## config.mk

```make
export PLATFORM = sky130hd
export DESIGN_NAME = pwl_lit
export DESIGN_NICKNAME = d
export VERILOG_FILES = /design/src/rtl/pwl_lit_pkg.sv /design/src/rtl/pwl_lit_seg_sel.sv /design/src/rtl/pwl_lit.sv
export SDC_FILE = /design/constraint.sdc
export NUM_CORES = 1
export LEC_CHECK = 0
export BUFFER_PORTS_ARGS = -buffer_cell sky130_fd_sc_hd__buf_2
export CORE_UTILIZATION = 40
export CTS_CLUSTER_SIZE = 14
export DETAILED_ROUTE_END_ITERATION = 8
export HOLD_SLACK_MARGIN = 0.03
export SLEW_MARGIN = 30
export SYNTH_ARGS = -nofsm -noshare
export SYNTH_HDL_FRONTEND = slang
export SYNTH_HIERARCHICAL = 1
export SYNTH_SLANG_ARGS = --single-unit
```

## constraint.sdc

```tcl
create_clock -name clk -period 18.95 [get_ports clk]
set_clock_uncertainty 0.2 [all_clocks]
set_input_delay 2.8425 -clock clk [delete_from_list [all_inputs] [get_ports clk]]
set_output_delay 2.8425 -clock clk [all_outputs]
set_load 0.005 [all_outputs]
```

## src/rtl/pwl_lit_pkg.sv

```systemverilog
// pwl_lit_pkg
// Shared definitions for the piecewise-linear lookup block:
//   - default widths and segment count
//   - cfg_sel encodings for the table write port
//   - identity constants loaded into the tables on reset
package pwl_lit_pkg;

  // Default widths: sample Q1.8, coefficients Q3.16, result Q0.16
  localparam int IN_W_DEFAULT   = 9;
  localparam int COEF_W_DEFAULT = 19;
  localparam int OUT_W_DEFAULT  = 16;
  localparam int NSEG_DEFAULT   = 10;

  // Which table a cfg write targets
  typedef enum logic [1:0] {
    CFG_BP    = 2'd0,
    CFG_SLOPE = 2'd1,
    CFG_OFF   = 2'd2,
    CFG_NONE  = 2'd3
  } cfg_sel_e;

  // Identity table contents.
  // A slope of 1.0 in Q3.16 times a Q1.8 sample, shifted right by 8,
  // lands the sample directly in Q0.16.
  localparam logic [31:0] SLOPE_IDENTITY = 32'h0001_0000;
  localparam logic [31:0] OFF_IDENTITY   = 32'h0000_0000;

endpackage

```

## src/rtl/pwl_lit_seg_sel.sv

```systemverilog
// pwl_lit_seg_sel
// Combinational priority comparator that picks the active segment.
// The result is the highest index k with data >= bp[k]. bp[0] is always
// 0, so segment 0 is the fallback when no other breakpoint matches.
// Ports:
//   data : sample being classified
//   bp   : breakpoint table, one entry per segment
//   seg  : selected segment index
module pwl_lit_seg_sel
  import pwl_lit_pkg::*;
#(
  parameter int IN_W = IN_W_DEFAULT,
  parameter int NSEG = NSEG_DEFAULT,
  parameter int AW   = $clog2(NSEG)
) (
  input  logic [IN_W-1:0] data,
  input  logic [IN_W-1:0] bp [NSEG],
  output logic [AW-1:0]   seg
);

  // Later indices override earlier ones. This lets a non-monotonic
  // table resolve to the highest matching index.
  always_comb begin
    seg = '0;
    for (int k = 1; k < NSEG; k++) begin
      if (data >= bp[k]) begin
        seg = AW'(k);
      end
    end
  end

endmodule

```

## src/rtl/pwl_lit.sv

```systemverilog
// pwl_lit
// Piecewise-linear function evaluator with a programmable segment table.
// Each sample selects a segment k. The block then computes
//   r = ((in_data * slope[k]) >> 8) - off[k]
// and saturates the result to the unsigned OUT_W output range.
// The pipeline has two stages:
//   - stage 1 captures the sample and the coefficients of its segment
//   - stage 2 holds the saturated result
// Both stages freeze while the output is stalled.
// Ports:
//   clk, rst                           clock, async active-high reset
//   in_valid/in_ready/in_data          sample stream
//   out_valid/out_ready/out_data       result stream
//   cfg_we/cfg_sel/cfg_addr/cfg_wdata  table write port
//   sat_clr, sat_cnt                   saturation counter (PWL_LIT_SATCNT_EN only)
// Optional feature macro: PWL_LIT_SATCNT_EN
module pwl_lit
  import pwl_lit_pkg::*;
#(
  parameter int IN_W   = IN_W_DEFAULT,
  parameter int COEF_W = COEF_W_DEFAULT,
  parameter int OUT_W  = OUT_W_DEFAULT,
  parameter int NSEG   = NSEG_DEFAULT
) (
  input  logic                    clk,
  input  logic                    rst,
  input  logic                    in_valid,
  output logic                    in_ready,
  input  logic [IN_W-1:0]         in_data,
  output logic                    out_valid,
  input  logic                    out_ready,
  output logic [OUT_W-1:0]        out_data,
  input  logic                    cfg_we,
  input  logic [1:0]              cfg_sel,
  input  logic [$clog2(NSEG)-1:0] cfg_addr,
  input  logic [COEF_W-1:0]       cfg_wdata
`ifdef PWL_LIT_SATCNT_EN
  ,
  input  logic                    sat_clr,
  output logic [15:0]             sat_cnt
`endif
);

  localparam int AW = $clog2(NSEG);
  localparam int PW = IN_W + COEF_W;
  localparam int SW = COEF_W + 2;
  localparam logic signed [SW-1:0] OUT_MAX = (SW'(1) << OUT_W) - SW'(1);

  logic [IN_W-1:0]   bp    [NSEG];
  logic [COEF_W-1:0] slope [NSEG];
  logic [COEF_W-1:0] off   [NSEG];

  logic [AW-1:0] seg;
  logic          stall;
  logic          addr_ok;

  logic              s1_valid;
  logic [IN_W-1:0]   s1_data;
  logic [COEF_W-1:0] s1_slope;
  logic [COEF_W-1:0] s1_off;

  logic [PW-1:0]        prod;
  logic signed [SW-1:0] diff;
  logic                 sat_hi;
  logic                 sat_lo;
  logic [OUT_W-1:0]     sat_val;

  assign stall    = out_valid & ~out_ready;
  assign in_ready = ~stall;

  // The extra leading bit keeps the bound check correct when NSEG is a
  // power of two and NSEG itself does not fit in cfg_addr.
  assign addr_ok = ({1'b0, cfg_addr} < (AW+1)'(NSEG));

  pwl_lit_seg_sel #(
    .IN_W (IN_W),
    .NSEG (NSEG),
    .AW   (AW)
  ) u_seg_sel (
    .data (in_data),
    .bp   (bp),
    .seg  (seg)
  );

  // Table storage. A write lands on the clock edge, so a sample
  // accepted on that same edge still sees the old entry. bp[0] stays
  // pinned to 0, which guarantees that some segment always matches.
  always_ff @(posedge clk or posedge rst) begin
    if (rst) begin
      for (int k = 0; k < NSEG; k++) begin
        bp[k]    <= (k == 0) ? '0 : '1;
        slope[k] <= COEF_W'(SLOPE_IDENTITY);
        off[k]   <= COEF_W'(OFF_IDENTITY);
      end
    end else if (cfg_we && addr_ok) begin
      case (cfg_sel_e'(cfg_sel))
        CFG_BP: begin
          if (cfg_addr != '0) begin
            bp[cfg_addr] <= cfg_wdata[IN_W-1:0];
          end
        end
        CFG_SLOPE: slope[cfg_addr] <= cfg_wdata;
        CFG_OFF:   off[cfg_addr]   <= cfg_wdata;
        default:   ;
      endcase
    end
  end

  // Stage 1 captures the coefficients along with the sample. A later
  // table write therefore cannot disturb a sample that is already in
  // flight.
  always_ff @(posedge clk or posedge rst) begin
    if (rst) begin
      s1_valid <= 1'b0;
      s1_data  <= '0;
      s1_slope <= '0;
      s1_off   <= '0;
    end else if (!stall) begin
      s1_valid <= in_valid;
      if (in_valid) begin
        s1_data  <= in_data;
        s1_slope <= slope[seg];
        s1_off   <= off[seg];
      end
    end
  end

  // The shifted product needs at most PW-8 bits, which is fewer than
  // SW. Zero-extending it into SW bits keeps it non-negative, so a
  // negative difference can only come from the offset.
  assign prod = PW'(s1_data) * PW'(s1_slope);
  assign diff = $signed(SW'(prod >> 8)) - $signed(SW'(s1_off));

  assign sat_lo  = diff[SW-1];
  assign sat_hi  = !diff[SW-1] && (diff > OUT_MAX);
  assign sat_val = sat_lo ? '0 : (sat_hi ? '1 : diff[OUT_W-1:0]);

  // Stage 2: saturated result register, which drives the output port.
  always_ff @(posedge clk or posedge rst) begin
    if (rst) begin
      out_valid <= 1'b0;
      out_data  <= '0;
    end else if (!stall) begin
      out_valid <= s1_valid;
      if (s1_valid) begin
        out_data <= sat_val;
      end
    end
  end

`ifdef PWL_LIT_SATCNT_EN
  // Counts each clamped result as it moves into stage 2. The counter
  // sticks at its maximum value, and a clear beats a simultaneous
  // increment.
  always_ff @(posedge clk or posedge rst) begin
    if (rst) begin
      sat_cnt <= '0;
    end else if (sat_clr) begin
      sat_cnt <= '0;
    end else if (s1_valid && !stall && (sat_hi || sat_lo) && (sat_cnt != 16'hFFFF)) begin
      sat_cnt <= sat_cnt + 16'd1;
    end
  end
`endif

endmodule
```

==> key figures, run 1 <==
Layout
  – # fillers: 6942
  – Area Overhead vs Synth: 10.6%
  – Reg area: 13300 µm²
  – Area of the multi-input gates: 16200 µm²
  – Layout cells sized above 1: about 36%
  – Fin util: between 40% and 50%
  – Fin nets: 2773

CTS
  – Post-CTS Setup Inserts: 0
  – Htree depth: 2
  – Clock slew at reported path FFs: about 0.060 ns
  – Max Root-Sink Buffers: 3
  – Hold-fix buffers, CTS: 0
  – CTS root buf: clkbuf_16
  – TritonCTS clock tree: built
  – # clock sinks: about 530
  – CTS Buf Count: 56
  – Cts repair resizes: 0
  – Clk_lat worst skew: 0.66 ns

Setup path
  – R2r worst-path depth: 23
  – Critical Path RT: between 15 and 20 ns
  – Setup CP Type: flip-flop to flip-flop
  – CP delay by family, top: compound AO/OA/AOI/OAI gates
  – Worst path cell trace: and2_1, fa_1, fa_1, fa_1, inv_1, fa_1, inv_1, ha_1, a211o_1, o211ai_1, o31ai_4, a21boi_0, o21ai_0, a21oi_1, xnor2_1, ha_1, a21o_1, a21o_1, or3_1, o21ai_0, o21ai_0, a221oi_4, a211oi_1
  – RR Startpoint: s1_data[7]
  – Type of origin of the critical path: flip-flop
  – R2r setup slk: about 11 ns
  – RR Endpoint: out_data[11]
  – CP max stage cell: a221oi_4
  – Worst Path Buf+Inv: 2
  – Critical path endpoint category: flip-flop
  – Critical Path AT: approximately 8.5 ns
  – Most used cell, CP: fa_1
  – Peak per-stage delay on the critical path: ~0.84 ns
  – CP max FO: 20

Floorplan
  – Die ar.: 78200 µm²
  – Row count: between 100 and 150
  – Chip height: between 200 and 300 µm
  – Die W: around 280 µm
  – I/O pin total: between 50 and 60
  – Starting Density: between 40% and 50%
  – Core ar.: around 76000 µm²

Routing
  – Vias/cell: 5.44
  – Detail Route Antenna Nets: 0
  – Total wire length: roughly 76 mm
  – Drt pass-1 iters: 5
  – Number of DRC markers in iteration 0: ~1200
  – Drt drc: 0
  – Routed len/inst: roughly 21 µm
  – Vias: 19300

Hold path
  – Hold EP: out_valid
  – Hold Path Class: flip-flop to flip-flop
  – Worst hold start: s1_valid
  – WHS Path Cells: 2

Global route
  – Initial antenna violation count: 2
  – First-pass GRT wire length: between 100 and 150 mm
  – GRT Overall Usage: about 20%
  – Congestion Overflow GR: 0
  – Largest net degree at the start of global routing: between 150 and 200
  – Number of global-route vias before repair: 20500

Timing
  – Unrepaired setup endpoints after global routing: false
  – Final Hold Vio Count: 0
  – Measured slew at the worst slew-check pin: around 0.94 ns
  – Max_slew headroom: 37.0%
  – Setup_tns: 0 ns
  – Max Clk Rate: 0.121 GHz
  – Endpoints failing setup: 0
  – Final Slew Violations: 0
  – Min Tclk post-route: around 8.3 ns
  – Final WS setup: 10.69 ns
  – Final worst path period share: around 44%

Synthesis
  – Yosys Warn Count: 6
  – Mean Syn Cell Area: about 12 µm²
  – Syn Nets: between 2000 and 3000
  – Mapped Cells: roughly 2500
  – Post-Synthesis Cell Area: between 30000 and 40000 µm²

Flow run
  – Maxcap violations: 0

Pwr
  – PD cells: 109 nW/µm²
  – VDD IR max: 73.7 µV
  – Lkg Pwr: 16.1 nW

Placement
  – Post-DP HPWL: between 50 and 60 mm
  – Final Wtd Congestion: between 0.8 and 0.9
  – Pre-CTS setup slack: between 10 and 15 ns
  – I/O Buffers: 56

Status
  – Status: finished clean
## sequential cells by signal, indices dropped and copies added (netlist names)
name and cells:
off 190, slope 190, bp 81, s1_off 19, s1_slope 19, out_data 16
s1_data 9, out_valid 1, s1_valid 1
## metal layers
metal | up-vias | wire, µm | GRT usage (%)
li1 | 8621 | - | -
met1 | 10200 | 35700 | 28.3
met2 | 384 | 35300 | 32.0
met3 | 106 | 3450 | 3.28
met4 | 2 | 1340 | 4.18
met5 | - | 17 | 0
## stage by stage
| step | hold slack [ns] | instance area, µm² | cells | power, mW |
|---|---|---|---|---|
| final | 0.275 | 34100 | 3546 | 3.73 |
| after global routing | 0.311 | 34100 | 3545 | 3.98 |
| after CTS | 0.279 | 34100 | 3544 | 3.77 |
| after detailed placement | 0.254 | 32100 | 3441 | 2.59 |
| after global placement | 0.244 | 32000 | 3441 | 2.56 |
| after floorplan | 0.228 | 30800 | 2496 | 2.29 |
## cell type report
type                            instances  share of cell area, %
Clock inverter                         27                   1.18
Sequential cell                       526                   38.9
Clock buffer                           76                   4.65
Antenna cell                            1                0.00734
Multi-Input combinational cell       1592                   47.5
Tap cell                             1030                   3.78
Timing Repair Buffer                   80                   1.53
Inverter                              214                   2.38
## cell usage in the layout (no fill, tap or decap), types with 25 or more instances in the layout
cell / count
dfstp_2: 91
o21ai_0: 61
fa_1: 120
nor2_1: 62
buf_2: 56
ha_1: 144
mux2_2: 508
mux4_2: 76
a22oi_1: 38
a21oi_1: 68
and2_1: 95
nor3_1: 25
inv_1: 213
nand2_1: 145
clkbuf_16: 56
dfrtp_1: 435
## worst register-to-register path, stage by stage (launching register included)
cell and delay (ns):
dfrtp_1 0.83, and2_1 0.27, fa_1 0.45, fa_1 0.53, fa_1 0.54, inv_1 0.06, fa_1 0.52, inv_1 0.04
ha_1 0.33, a211o_1 0.30, o211ai_1 0.17, o31ai_4 0.16, a21boi_0 0.38, o21ai_0 0.24, a21oi_1 0.22, xnor2_1 0.14
ha_1 0.29, a21o_1 0.21, a21o_1 0.22, or3_1 0.37, o21ai_0 0.32, o21ai_0 0.27, a221oi_4 0.84, a211oi_1 0.16
## power breakdown
group / switching, mW / internal, mW / total [mW]
logic: 0.655 / 0.533 / 1.19
registers: 0.114 / 1.27 / 1.38
clock network: 0.473 / 0.687 / 1.16
total: 1.24 / 2.49 / 3.73
## worst max-delay path by stage
stage                         to  cells after the start  startpoint
detailed placement  out_data[11]                     23  s1_data[7]
global placement    out_data[13]                     23  s1_data[7]
floorplan                 off[0]                      1         rst
global route        out_data[14]                     25  s1_data[2]
finish              out_data[11]                     23  s1_data[7]
CTS                 out_data[11]                     23  s1_data[7]
Note: power is estimated with default switching activity, not from simulation.
==> run 2, diff against run 1 <==
==> constraint.sdc (replaced) <==
create_clock -name clk -period 6.7 [get_ports clk]
set_clock_uncertainty 0.2 [all_clocks]
set_input_delay 1.005 -clock clk [delete_from_list [all_inputs] [get_ports clk]]
set_output_delay 1.005 -clock clk [all_outputs]
set_load 0.005 [all_outputs]
==> run 2 against run 1 <==
Compared with the run above:
- critical path depth rose by 6
- maximum frequency increased by 26%
- design area rose by 3.8%
- via count up 0.85%
- worst hold slack better by 0.014 ns
- critical endpoint is now out_data[0]
==> key figures, run 2 (synthesis results as in run 1) <==
Pwr
  – VDD IR max: 247 µV (+230%)
  – Sw Ratio: 33.8% (+0.44 points)
  – Cell internal pwr: 7.60 mW (+210%)
  – Reg power frac: 33.0% (-4.0 points)
  – PD cells: 324 nW/µm² (+200%)
  – Clock Power Share: 29.1% (-2.0 points)
  – Logic pwr share: 37.9% (+6.0 points)
  – Lkg Pwr: 16.7 nW (+3.7%)
  – Net Sw Power: 3.87 mW (+210%)

Setup path
  – Setup CP Type: flip-flop to flip-flop
  – Type of origin of the critical path: flip-flop
  – RR Endpoint: out_data[0]
  – Peak per-stage delay on the critical path: 0.58 ns (-0.26 ns)
  – Critical Path AT: 6.86 ns (-1.63 ns)
  – R2r worst-path depth: 29 (+26%)
  – CP max stage cell: fa_1
  – Most used cell, CP: buf_4
  – Critical Path RT: 6.98 ns (-12.20 ns)
  – Worst Path Buf+Inv: 7 (+5)
  – CP max FO: 8 (-60%)
  – RR Startpoint: s1_data[8]
  – Critical path depth: 29 (+26%)
  – Critical path endpoint category: flip-flop
  – CP delay by family, top: adder cells
  – R2r setup slk: 0.12 ns (-10.57 ns)

Timing
  – Endpoints failing setup: 0 (unchanged)
  – Setup_tns: 0 ns (unchanged)
  – Measured slew at the worst slew-check pin: 0.906 ns (-0.0389 ns)
  – Final worst path period share: 98.1% (+55 points)
  – Final Slew Violations: 0 (unchanged)
  – Unrepaired setup endpoints after global routing: true
  – Min Tclk post-route: 6.58 ns (-1.68 ns)
  – Max_slew headroom: 39.5% (+2.5 points)
  – Max Clk Rate: 0.152 GHz (+26%)
  – Final Hold Vio Count: 0 (unchanged)

Global route
  – Largest net degree at the start of global routing: 178 (-2.2%)
  – Number of global-route vias before repair: 21300 (+3.8%)
  – GRT Overall Usage: 19.9% (about the same)
  – First-pass GRT wire length: 122 mm (+0.68%)
  – Congestion Overflow GR: 0 (unchanged)
  – Initial antenna violation count: 2 (unchanged)

Routing
  – Vias/cell: 5.34 (-1.9%)
  – Drt drc: 0 (unchanged)
  – Routed len/inst: 20.8 µm (-2.7%)
  – Vias: 19500 (+0.85%)
  – Total wire length: 75.9 mm (about the same)
  – Detail Route Antenna Nets: 0 (unchanged)
  – Number of DRC markers in iteration 0: 1015 (-16%)
  – Drt pass-1 iters: 5 (unchanged)

Hold path
  – WHS Path Cells: 2 (unchanged)
  – Worst hold start: s1_valid
  – Hold Path Class: flip-flop to flip-flop
  – Hold EP: out_valid

Layout
  – Most common cell after layout, fill and taps aside: mux2_2
  – Biggest registers after layout: off (190), slope (190), bp (81)
  – # fillers: 6853 (-1.3%)
  – Most frequent cells in the layout: mux2_2 (508), dfrtp_1 (434), inv_1 (211)
  – Layout cells sized above 1: 41.0% (+4.9 points)
  – Final instance area: 35400 µm² (+3.8%)
  – Area Overhead vs Synth: 14.8%
  – Fin nets: 2872 (+3.6%)
  – Fin util: 46.5% (+1.7 points)
  – Antenna diodes: 0 (-1)

Floorplan
  – Die W: 280 µm (unchanged)
  – I/O pin total: 57 (unchanged)
  – Die ar.: 78200 µm² (unchanged)
  – Row count: 101 (unchanged)
  – Core ar.: 76100 µm² (unchanged)
  – Chip height: 280 µm (unchanged)
  – Starting Density: 40.5% (unchanged)

CTS
  – Clk_lat worst skew: 0.67 ns (about the same)
  – # clock sinks: 526 (unchanged)
  – CTS root buf: clkbuf_16
  – CTS Buf Count: 57 (+1.8%)
  – TritonCTS clock tree: built
  – Htree depth: 2 (unchanged)
  – Hold-fix buffers, CTS: 0 (unchanged)
  – Max Root-Sink Buffers: 3 (unchanged)
  – Clock slew at reported path FFs: 0.06 ns (about the same)

Placement
  – Final Wtd Congestion: 0.836 (-2.2%)
  – Post-DP HPWL: 50.8 mm (+1.6%)
  – DP Area: 32800 µm² (+2.1%)
  – I/O Buffers: 56 (unchanged)

Status
  – Status: finished clean

Flow run
  – Maxcap violations: 0 (unchanged)
-- run 2: cell types whose count changed in the layout (fill, tap and decap cells not counted), sizes merged --
cell      delta
buf         +96
nand4b       +1
bufinv       +1
diode        -1
clkbuf       +2
inv          -3
clkinvlp     +2
-- run 2: through the flow --
stage               hold slack [ns]  cells  power (mW)  setup WS [ns]
finish                        0.288   3644        11.5          0.124
global route                  0.312   3644        12.2         -0.142
CTS                           0.288   3629        11.2         0.0151
detailed placement            0.260   3522        7.69         -0.173
global placement              0.242   3522        7.59         -0.104
floorplan                     0.228   2496        6.49          -1.58
-- run 2: worst register-to-register path: cells and delay by family, from the launching register on --
kind / cells / cell delay, ns
XOR/XNOR: 2 / 0.32
adder cells (fa/ha/maj): 6 / 2.67
AND/OR/NAND/NOR: 3 / 0.65
AO/OA/AOI/OAI: 11 / 1.44
flip-flops: 1 / 0.38
buffers and inverters: 7 / 0.78
-- run 2: how the worst max path moves through the flow --
stage	from	to
after floorplan	rst	off[0]
after global placement	s1_slope[1]	out_data[0]
after detailed placement	s1_data[1]	out_data[4]
after CTS	s1_data[0]	out_data[8]
after global routing	s1_data[1]	out_data[15]
final	s1_data[8]	out_data[0]
-- run 2: power groups by stage --
stage | clock network [mW] | registers (mW) | logic, mW
after CTS | 3.42 | 3.78 | 4.03
final | 3.34 | 3.79 | 4.35
after floorplan | 0 | 3.77 | 2.72
after global placement | 0 | 3.81 | 3.79
after detailed placement | 0 | 3.84 | 3.85
after global routing | 3.56 | 3.83 | 4.82
-- run 2: timing repair --
item | CTS | global route
setup buffers | 2 | 14
gates resized for setup | 24 | 78
cloned | 1 | 1
pin swaps | 12 | 56
setup endpoints to repair | 16 | 16
-- run 2: cell type report --
cell class / count / area [µm²] / area share, %
flip-flops and latches: 526 / 13300 / 37.5
repair buffers: 177 / 1420 / 4.00
clock buffers: 77 / 1580 / 4.47
multi-input cells: 1593 / 16600 / 46.9
well taps: 1030 / 1290 / 3.64
clock inverters: 27 / 419 / 1.18
inverters: 214 / 807 / 2.28
-- run 2: routing by layer --
| layer | global-route usage [%] | vias to the layer above | routed length (µm) |
|---|---|---|---|
| li1 | - | 8819 | - |
| met3 | 3.25 | 92 | 3120 |
| met2 | 32.3 | 299 | 35700 |
| met1 | 27.9 | 10200 | 35600 |
| met5 | 0 | - | 13 |
| met4 | 4.85 | 2 | 1330 |
